`src/rtl/key_event_reader.sv`:
```
// key_event_reader: measures how long a debounced key is held, classifies
// the press as short or long, and queues one event per completed press in a
// small show-ahead FIFO for the CPU to pop.
//
// Read handshake: ev_valid is high whenever the FIFO holds at least one
// event and ev_data is then the head entry. A pop happens on any cycle where
// rd_en && ev_valid. rd_en while ev_valid is low has no effect. The CPU may
// hold rd_en high to drain several entries on consecutive cycles.
module key_event_reader #(
  parameter int PRESCALE   = 50000,
  parameter int LONG_UNITS = 500,
  parameter int DEPTH      = 4
) (
  input  logic        clk,
  input  logic        rst_n,
  input  logic        key_on,
  input  logic        key_off,
  input  logic        rd_en,
  input  logic        ovf_clr,
  output logic [15:0] ev_data,
  output logic        ev_valid,
  output logic [4:0]  ev_count,
  output logic        key_held,
  output logic        long_pulse,
  output logic        overflow
);

  localparam int          AW      = $clog2(DEPTH);
  localparam logic [15:0] PRE_MAX = 16'(PRESCALE - 1);
  localparam logic [14:0] LONG_C  = 15'(LONG_UNITS);
  localparam logic [14:0] DUR_MAX = 15'h7fff;
  localparam logic [4:0]  DEPTH_C = 5'(DEPTH);

  typedef enum logic {
    ST_IDLE = 1'b0,
    ST_HELD = 1'b1
  } state_t;

  state_t      r_state, w_state_nxt;
  logic [15:0] r_presc, w_presc_nxt;
  logic [14:0] r_dur, w_dur_nxt;
  logic        r_long_done, w_long_done_nxt;
  logic        r_long_pulse, w_long_hit;
  logic        w_push;
  logic [15:0] w_ev_word;

  logic [15:0]   r_mem [DEPTH];
  logic [AW-1:0] r_wr_ptr, r_rd_ptr;
  logic [4:0]    r_count;
  logic          r_overflow;
  logic          w_pop, w_full, w_wr, w_drop;

  // FSM, prescaler, duration counter and long-press detector registers.
  always_ff @(posedge clk or negedge rst_n) begin
    if (!rst_n) begin
      r_state      <= ST_IDLE;
      r_presc      <= '0;
      r_dur        <= '0;
      r_long_done  <= 1'b0;
      r_long_pulse <= 1'b0;
    end else begin
      r_state      <= w_state_nxt;
      r_presc      <= w_presc_nxt;
      r_dur        <= w_dur_nxt;
      r_long_done  <= w_long_done_nxt;
      r_long_pulse <= w_long_hit;
    end
  end

  // Next-state logic: start/restart measurement, count units, emit events.
  // The long flag is taken from the duration before the release edge.
  always_comb begin
    w_state_nxt     = r_state;
    w_presc_nxt     = r_presc;
    w_dur_nxt       = r_dur;
    w_long_done_nxt = r_long_done;
    w_long_hit      = 1'b0;
    w_push          = 1'b0;
    w_ev_word       = {(r_dur >= LONG_C), r_dur};
    case (r_state)
      ST_IDLE: begin
        if (key_on) begin
          w_state_nxt     = ST_HELD;
          w_presc_nxt     = '0;
          w_dur_nxt       = '0;
          w_long_done_nxt = 1'b0;
        end
      end
      ST_HELD: begin
        if (key_off) begin
          w_push      = 1'b1;
          w_state_nxt = ST_IDLE;
        end else if (key_on) begin
          // Release was missed: treat this as a fresh press.
          w_presc_nxt     = '0;
          w_dur_nxt       = '0;
          w_long_done_nxt = 1'b0;
        end else begin
          // Pulse one cycle after the counter first shows LONG_UNITS.
          if ((r_dur == LONG_C) && !r_long_done) begin
            w_long_hit      = 1'b1;
            w_long_done_nxt = 1'b1;
          end
          if (r_presc == PRE_MAX) begin
            w_presc_nxt = '0;
            if (r_dur != DUR_MAX) begin
              w_dur_nxt = r_dur + 15'd1;
            end
          end else begin
            w_presc_nxt = r_presc + 16'd1;
          end
        end
      end
      default: w_state_nxt = ST_IDLE;
    endcase
  end

  // FIFO control: a pop always frees a slot, so push+pop succeeds when full.
  always_comb begin
    w_pop  = rd_en && (r_count != 5'd0);
    w_full = (r_count == DEPTH_C);
    w_wr   = w_push && (!w_full || w_pop);
    w_drop = w_push && w_full && !w_pop;
  end

  // Event storage; contents are don't-care until written.
  always_ff @(posedge clk) begin
    if (w_wr) begin
      r_mem[r_wr_ptr] <= w_ev_word;
    end
  end

  // Pointers, occupancy and sticky overflow; a drop beats a clear.
  always_ff @(posedge clk or negedge rst_n) begin
    if (!rst_n) begin
      r_wr_ptr   <= '0;
      r_rd_ptr   <= '0;
      r_count    <= '0;
      r_overflow <= 1'b0;
    end else begin
      if (w_wr) begin
        r_wr_ptr <= r_wr_ptr + 1'b1;
      end
      if (w_pop) begin
        r_rd_ptr <= r_rd_ptr + 1'b1;
      end
      case ({w_wr, w_pop})
        2'b10:   r_count <= r_count + 5'd1;
        2'b01:   r_count <= r_count - 5'd1;
        default: r_count <= r_count;
      endcase
      if (w_drop) begin
        r_overflow <= 1'b1;
      end else if (ovf_clr) begin
        r_overflow <= 1'b0;
      end
    end
  end

  // Output mapping; ev_data is forced to zero while the FIFO is empty.
  always_comb begin
    ev_valid   = (r_count != 5'd0);
    ev_data    = ev_valid ? r_mem[r_rd_ptr] : 16'h0000;
    ev_count   = r_count;
    key_held   = (r_state == ST_HELD);
    long_pulse = r_long_pulse;
    overflow   = r_overflow;
  end

endmodule

```
`config.mk`:
```
export PLATFORM = sky130hd
export DESIGN_NAME = key_event_reader
export DESIGN_NICKNAME = d
export VERILOG_FILES = /design/src/rtl/key_event_reader.sv
export SDC_FILE = /design/constraint.sdc
export NUM_CORES = 1
export LEC_CHECK = 0
export CORE_MARGIN = 1
export CORE_UTILIZATION = 55
export DETAILED_ROUTE_END_ITERATION = 8
export PLACE_DENSITY = 0.75
export SETUP_SLACK_MARGIN = 0.3
export SLEW_MARGIN = 20
export SYNTH_ARGS = -nofsm -noshare
export SYNTH_HDL_FRONTEND = slang
export SYNTH_SLANG_ARGS = --single-unit
export TNS_END_PERCENT = 30
```
`constraint.sdc`:
```
create_clock -name clk -period 3.6 [get_ports clk]
set_input_delay 0.36 -clock clk [delete_from_list [all_inputs] [get_ports clk]]
set_output_delay 0.36 -clock clk [all_outputs]
set_load 0.05 [all_outputs]
```
==> results of run 1 <==
[path summary, 6_finish.rpt]
kind | start | endpoint | cells past startpoint
setup reg to reg | r_presc[12] | r_dur[11] | 5
min in group clk | r_long_done | long_pulse | 1
setup / recovery | ev_count[0] | ev_data[1] | 5
hold / removal | rst_n | ev_count[3] | 1
max in group asynchronous | rst_n | r_dur[2] | 1
hold reg to reg | r_long_done | long_pulse | 1
[cells by family after synthesis]
kind of cell / after synthesis / share of synthesized area
AO/OA/AOI/OAI: 40 / 0.05133
XOR/XNOR: 23 / 0.04173
adder cells (fa/ha/maj): 9 / 0.02333
buffers and inverters: 21 / 0.01633
flip-flops: 108 / 0.6262
multiplexers: 19 / 0.08165
AND/OR/NAND/NOR: 142 / 0.1594
[cells in the final DEF (no fill, tap or decap), drive strengths merged, types with 4 or more instances in the layout]
cell type	instances
nor2	25
and2	23
a21oi	14
nand4	10
buf	6
inv	13
or4	4
nand3	16
nor4	12
clkdlybuf4s50	29
or3	9
nand2	22
edfxtp	64
xor2	9
clkbuf	10
nor2b	4
nor3	8
ha	9
mux4	16
o21ai	11
dfrtp	44
xnor2	14
[worst register-to-register path, delay by kind of cell (launching register included)]
family	cells	cell delay, ns
DFF	1	0.42
and+or+nand+nor	3	1.48
AOI/OAI and AO/OA	2	0.69
[synthesized netlist by cell type, types with 9 or more instances]
| master | count |
|---|---|
| or3_1 | 9 |
| a21oi_1 | 14 |
| edfxtp_1 | 64 |
| nand4_1 | 10 |
| nand3_1 | 16 |
| o21ai_0 | 11 |
| mux4_2 | 16 |
| xnor2_1 | 14 |
| nor4_1 | 12 |
| xor2_1 | 9 |
| nor2_1 | 25 |
| nand2_1 | 22 |
| and2_1 | 22 |
| ha_1 | 9 |
| inv_1 | 10 |
| clkbuf_1 | 9 |
| dfrtp_1 | 44 |
[registers in the layout (all words and copies together), names as in the netlist]
name         cells
r_long_done      1
r_wr_ptr         2
overflow         1
r_mem           64
r_rd_ptr         2
r_dur           15
long_pulse       1
ev_count         5
r_presc         16
key_held         1
[metal layers]
layer / vias to the layer above / global-route usage
met4: 0 / 0.1132
li1: 1437 / -
met2: 96 / 0.3333
met3: 26 / 0.03429
met1: 1480 / 0.2811
met5: - / 0
[report_power, final]
group / internal, mW / leakage, nW / switching, mW
combinational: 0.606 / 0.668 / 0.889
sequential: 1.44 / 1.20 / 0.127
clock: 0.278 / 0.0921 / 0.406
total: 2.33 / 1.96 / 1.42
[per-stage QoR]
step                instances  hold WS, ns  area [um2]  utilization  total power [mW]
finish                    508     -0.02699        5444       0.6527             3.748
global route              508      0.02328        5444       0.6527             3.935
CTS                       508       0.1797        5439       0.6521             3.781
detailed placement        492       0.4693        5254       0.6299             3.108
global placement          492       0.4668        5254       0.6299             3.084
floorplan                 362      0.06441        4827            -             2.664
[final cells by class]
type	instances	area [um2]
multi-input cells	233	1728
inverters	11	41.29
repair buffers	35	335.3
flip-flops and latches	108	3023
fillers	644	2897
clock buffers	10	137.6
clock inverters	6	47.55
well taps	105	131.4
==> reports/results.ini, run 1 <==
[layout]
syn_to_final_growth_pct=12.78
drive_gt1_frac=0.1191
antenna_cells=0
layout.nets=413

[sta]
fin_crit_ns=2.997
finalMaxSlewViolations=0
fin_crit_sh=0.8325
max_clock_freq_mhz=333.7
fin_tns_setup_ns=0
whs_ns=-0.02699
layout_setup_ws_ns=0.6029
hold_viol=27
slew_headroom=0.4062
rsz0062_at_grt=no
fin_worst_skew_ns=0.009044
setup_violations=0
tightest_slew_ns=0.8826

[clock_tree]
htreeDepth=3
cts_tree=yes
clk_pin_slew_worst_paths_ns=0.10
numClockSinks=108
cts-root-buf=clkbuf_8
postCtsResizedCells=0
postCtsHoldBufs=0
cts_max_path_buffers=2
cts_buffers=9
clk_latency_ns=0.36
cts_setup_buffers=0

[logic_synthesis]
yosys_most_used_dff=edfxtp_1
synth_area_leaders=edfxtp_1, dfrtp_1, mux4_2
synth-edff-count=64
ys_ff_latch=108
yosysTopAreaCell=edfxtp_1
synth_cell_types=44
synth_top_area_frac=0.3981
synth.avg_cell_area_um2=13.33
synth_area_um2=4827
synth_nets=377
yosysWarnings=0
synth-async-reset-ratio=0.4074
syn-instance-count=362
seq_area_frac_synth=0.6262

[critical_path]
critical-path-slowest-cell=clkdlybuf4s50_1
max_stage_delay_ns=0.70
startpoint_type=flip-flop
worstPathMaxFanout=20
end_kind=primary output
cp.arrival_ns=2.64
worstPathCellList=nor3_1, nor2b_1, inv_1, and2_1, clkdlybuf4s50_1
cp_top_family=buffers and inverters
r2r_setup_slack_ns=0.94
path_buf_inv=2
worstSetupPathType=flip-flop to primary output
critPathRequiredTime_ns=3.24

[placement]
pre_cts_ws_ns=0.7468
globalplace.congestion=0.8180
hpwl_um=5803
io_buffers=30

[global_routing]
grt_usage=0.2107
grt_pass1_wl_um=14240
grt_pass1_vias=2925
grt_overflow=0
antenna_found_initial=0
grt_max_degree=45

[route]
wl_met1_um=3775
vias=3039
drcViolationCount=0
wl_met3_um=348
drtIter0Drc=130
totalWireLength_um=8598
wl_met2_um=4172
avgRoutedWirePerCell_um=16.93
via_per_inst=5.982
first_pass_iters=4
drtAntennaViolNets=0
top_layer_used=met4

[power_and_ir_drop]
p_per_area_nw_per_um2=688.4
power.leakage_nw=1.955
peakVddDrop_uv=443.3

[die]
coreArea_um2=8341
die_w_um=95.69
start_util=0.5788
die_h_um=95.69
num_rows=33
io_pins=31
dieArea_um2=9156

[run_status]
outcome=finished, violations left
violations=hold timing

[worst_hold_path]
min_path_type=input pin to asynchronous set/reset pin

[job]
maxCapViolations=0

Power figures use the tool's default switching activity.
==> run 2: changes to the inputs <==
clock period = 2.85 ns   (was 3.6 ns; I/O delays follow)
==> run 2 against run 1 <==
  * The run now ends clean
  * Non-clock buffer count rose by 6
  * Hold slack gained 0.48 ns
  * Sequential cell count stayed put
  * Combinational power up 24%
  * Sequential power up 27%
  * Critical path depth did not move
  * Final area rose by 0.69%
  * Die area is the same
  * First-iteration DRC count fell by 7.7%
  * Power is 28% higher
  * Cell count grew 1.2%
  * Wire length is 0.43% higher
  * Critical endpoint is now r_dur[13]
  * Highest routed layer unchanged
==> reports/results.ini, run 2 (synthesized netlist as in run 1, its figures left out) <==
[layout]
syn_to_final_growth_pct=13.56
reg_top3=r_mem (64), r_presc (16), r_dur (15)
largest_reg_flops=64  ; unchanged
multi_input_area_um2=1737  ; +0.51%
regArea_um2=3023  ; unchanged
finalInstanceArea_um2=5482  ; +0.69%
drive_gt1_frac=0.1736  ; +0.05449
final_common_cell=edfxtp_1
layout_common_cells=edfxtp_1, dfrtp_1, buf_4
fillers=622  ; -3.4%
regMostFlops=r_mem
layout.cells.non_filler=514  ; +1.2%
layout.nets=419  ; +1.5%
antenna_cells=0  ; unchanged

[die]
die_w_um=95.69  ; unchanged
start_util=0.5788  ; unchanged
coreArea_um2=8341  ; unchanged
die_h_um=95.69  ; unchanged
num_rows=33  ; unchanged
dieArea_um2=9156  ; unchanged
io_pins=31  ; unchanged

[global_routing]
grt_pass1_vias=2961  ; +1.2%
grt_usage=0.2116  ; +0.0008547
grt_overflow=0  ; unchanged
antenna_found_initial=0  ; unchanged
grt_max_degree=45  ; unchanged
grt_pass1_wl_um=14200  ; -0.29%

[critical_path]
crit_end=r_dur[13]
r2r_end=r_dur[13]
cp.arrival_ns=2.81  ; +0.17 ns
worstSetupPathType=flip-flop to flip-flop
worstPathMaxFanout=5  ; -75%
cp-startpoint=r_presc[13]
startpoint_type=flip-flop
r2r_setup_slack_ns=0.32  ; -0.62 ns
r2r_cells=5  ; unchanged
end_kind=flip-flop
r2r_start=r_presc[13]
critPathRequiredTime_ns=3.13  ; -0.11 ns

[sta]
fin_crit_ns=2.532
whs_ns=0.4544  ; +0.4813 ns
max_clock_freq_mhz=395.0
rsz0062_at_grt=yes
slew_headroom=0.4672  ; +0.06100
setup_violations=0  ; unchanged
fin_worst_skew_ns=0.009326  ; +0.0002818 ns
fin_tns_setup_ns=0  ; unchanged
fin_crit_sh=0.8884
finalMaxSlewViolations=0  ; unchanged
tightest_slew_ns=0.7908  ; -0.09173 ns
hold_viol=0  ; -100%
layout_setup_ws_ns=0.3181  ; -0.2848 ns

[clock_tree]
clk_latency_ns=0.36  ; about the same
htreeDepth=3  ; unchanged
cts_max_path_buffers=2  ; unchanged
cts_buffers=9  ; unchanged
cts-root-buf=clkbuf_8
clk_pin_slew_worst_paths_ns=0.10  ; about the same
cts_tree=yes
numClockSinks=108  ; unchanged

[placement]
hpwl_um=5870  ; +1.2%
place_inst=496  ; +0.81%
globalplace.congestion=0.8649  ; +5.7%
io_buffers=30  ; unchanged
place_area_um2=5244  ; -0.19%
pre_cts_ws_ns=0.2386  ; -0.5082 ns

[route]
first_pass_iters=4  ; unchanged
drtAntennaViolNets=0  ; unchanged
avgRoutedWirePerCell_um=16.80  ; -0.74%
drcViolationCount=0  ; unchanged
totalWireLength_um=8635  ; +0.43%
drtIter0Drc=120  ; -7.7%
via_per_inst=5.872  ; -1.9%
vias=3018  ; -0.69%

[power_and_ir_drop]
peakVddDrop_uv=610.9  ; +38%
power.leakage_nw=2.010  ; +2.8%
p_per_area_nw_per_um2=874.1  ; +27%

[worst_hold_path]
min_path_type=input pin to asynchronous set/reset pin

[run_status]
outcome=finished, final reports clean

[job]
maxCapViolations=0  ; unchanged

==> run 2: changes by cell type in the layout (fill, tap and decap cells not counted), sizes merged <==
cell           change
dlygate4sd3        +1
bufinv             +1
clkdlybuf4s50     -17
clkinv             +2
clkinvlp           -2
buf               +21
dlygate4sd2        +1
clkbuf             -1
==> run 2: routing by layer <==
layer,vias up,GRT usage,wire length [um]
met3,9,0.04147,290
met5,-,0,0
met1,1498,0.2770,3859
met4,0,0.06716,97
li1,1448,-,-
met2,63,0.3577,4387
==> run 2: how the worst min path moves through the flow <==
stage / slack (ns) / endpoint / cells past startpoint
final: 0.45 / ev_count[3] / 2
after global routing: 0.48 / ev_count[3] / 2
after CTS: 0.12 / r_rd_ptr[1] / 1
after detailed placement: 0.46 / long_pulse / 1
after global placement: 0.46 / long_pulse / 1
after floorplan: -0.01 / ev_count[0] / 0
==> run 2: critical path, cell delays in order, from the launching register on <==
cell and delay, ns:
dfrtp_1 0.42, or4_4 0.56, o41a_1 0.42, or4_4 0.55, or3_1 0.33, a21oi_1 0.17
==> run 2: layout make-up <==
cell class / instances / area share
flip-flops and latches: 108 / 0.5515
multi-input cells: 233 / 0.3168
clock inverters: 7 / 0.01529
inverters: 11 / 0.007533
repair buffers: 41 / 0.06231
clock buffers: 9 / 0.02260
well taps: 105 / 0.02397
==> run 2: power by group <==
group / switching (mW) / internal (mW)
logic: 1.13 / 0.727
clock network: 0.525 / 0.422
registers: 0.166 / 1.82
==> run 2: repair_timing <==
action                     4_1_cts  5_1_grt
hold endpoints to repair         0       44
resized for setup                1        3
pin swaps                        1        0
setup buffers                    1        0
hold buffers                     0        1
setup endpoints to repair        3        4
==> run 2: through the flow <==
step	power [mW]	util
finish	4.791	0.6572
global route	5.048	0.6572
CTS	4.832	0.6544
detailed placement	3.892	0.6287
global placement	3.861	0.6287
floorplan	3.372	-
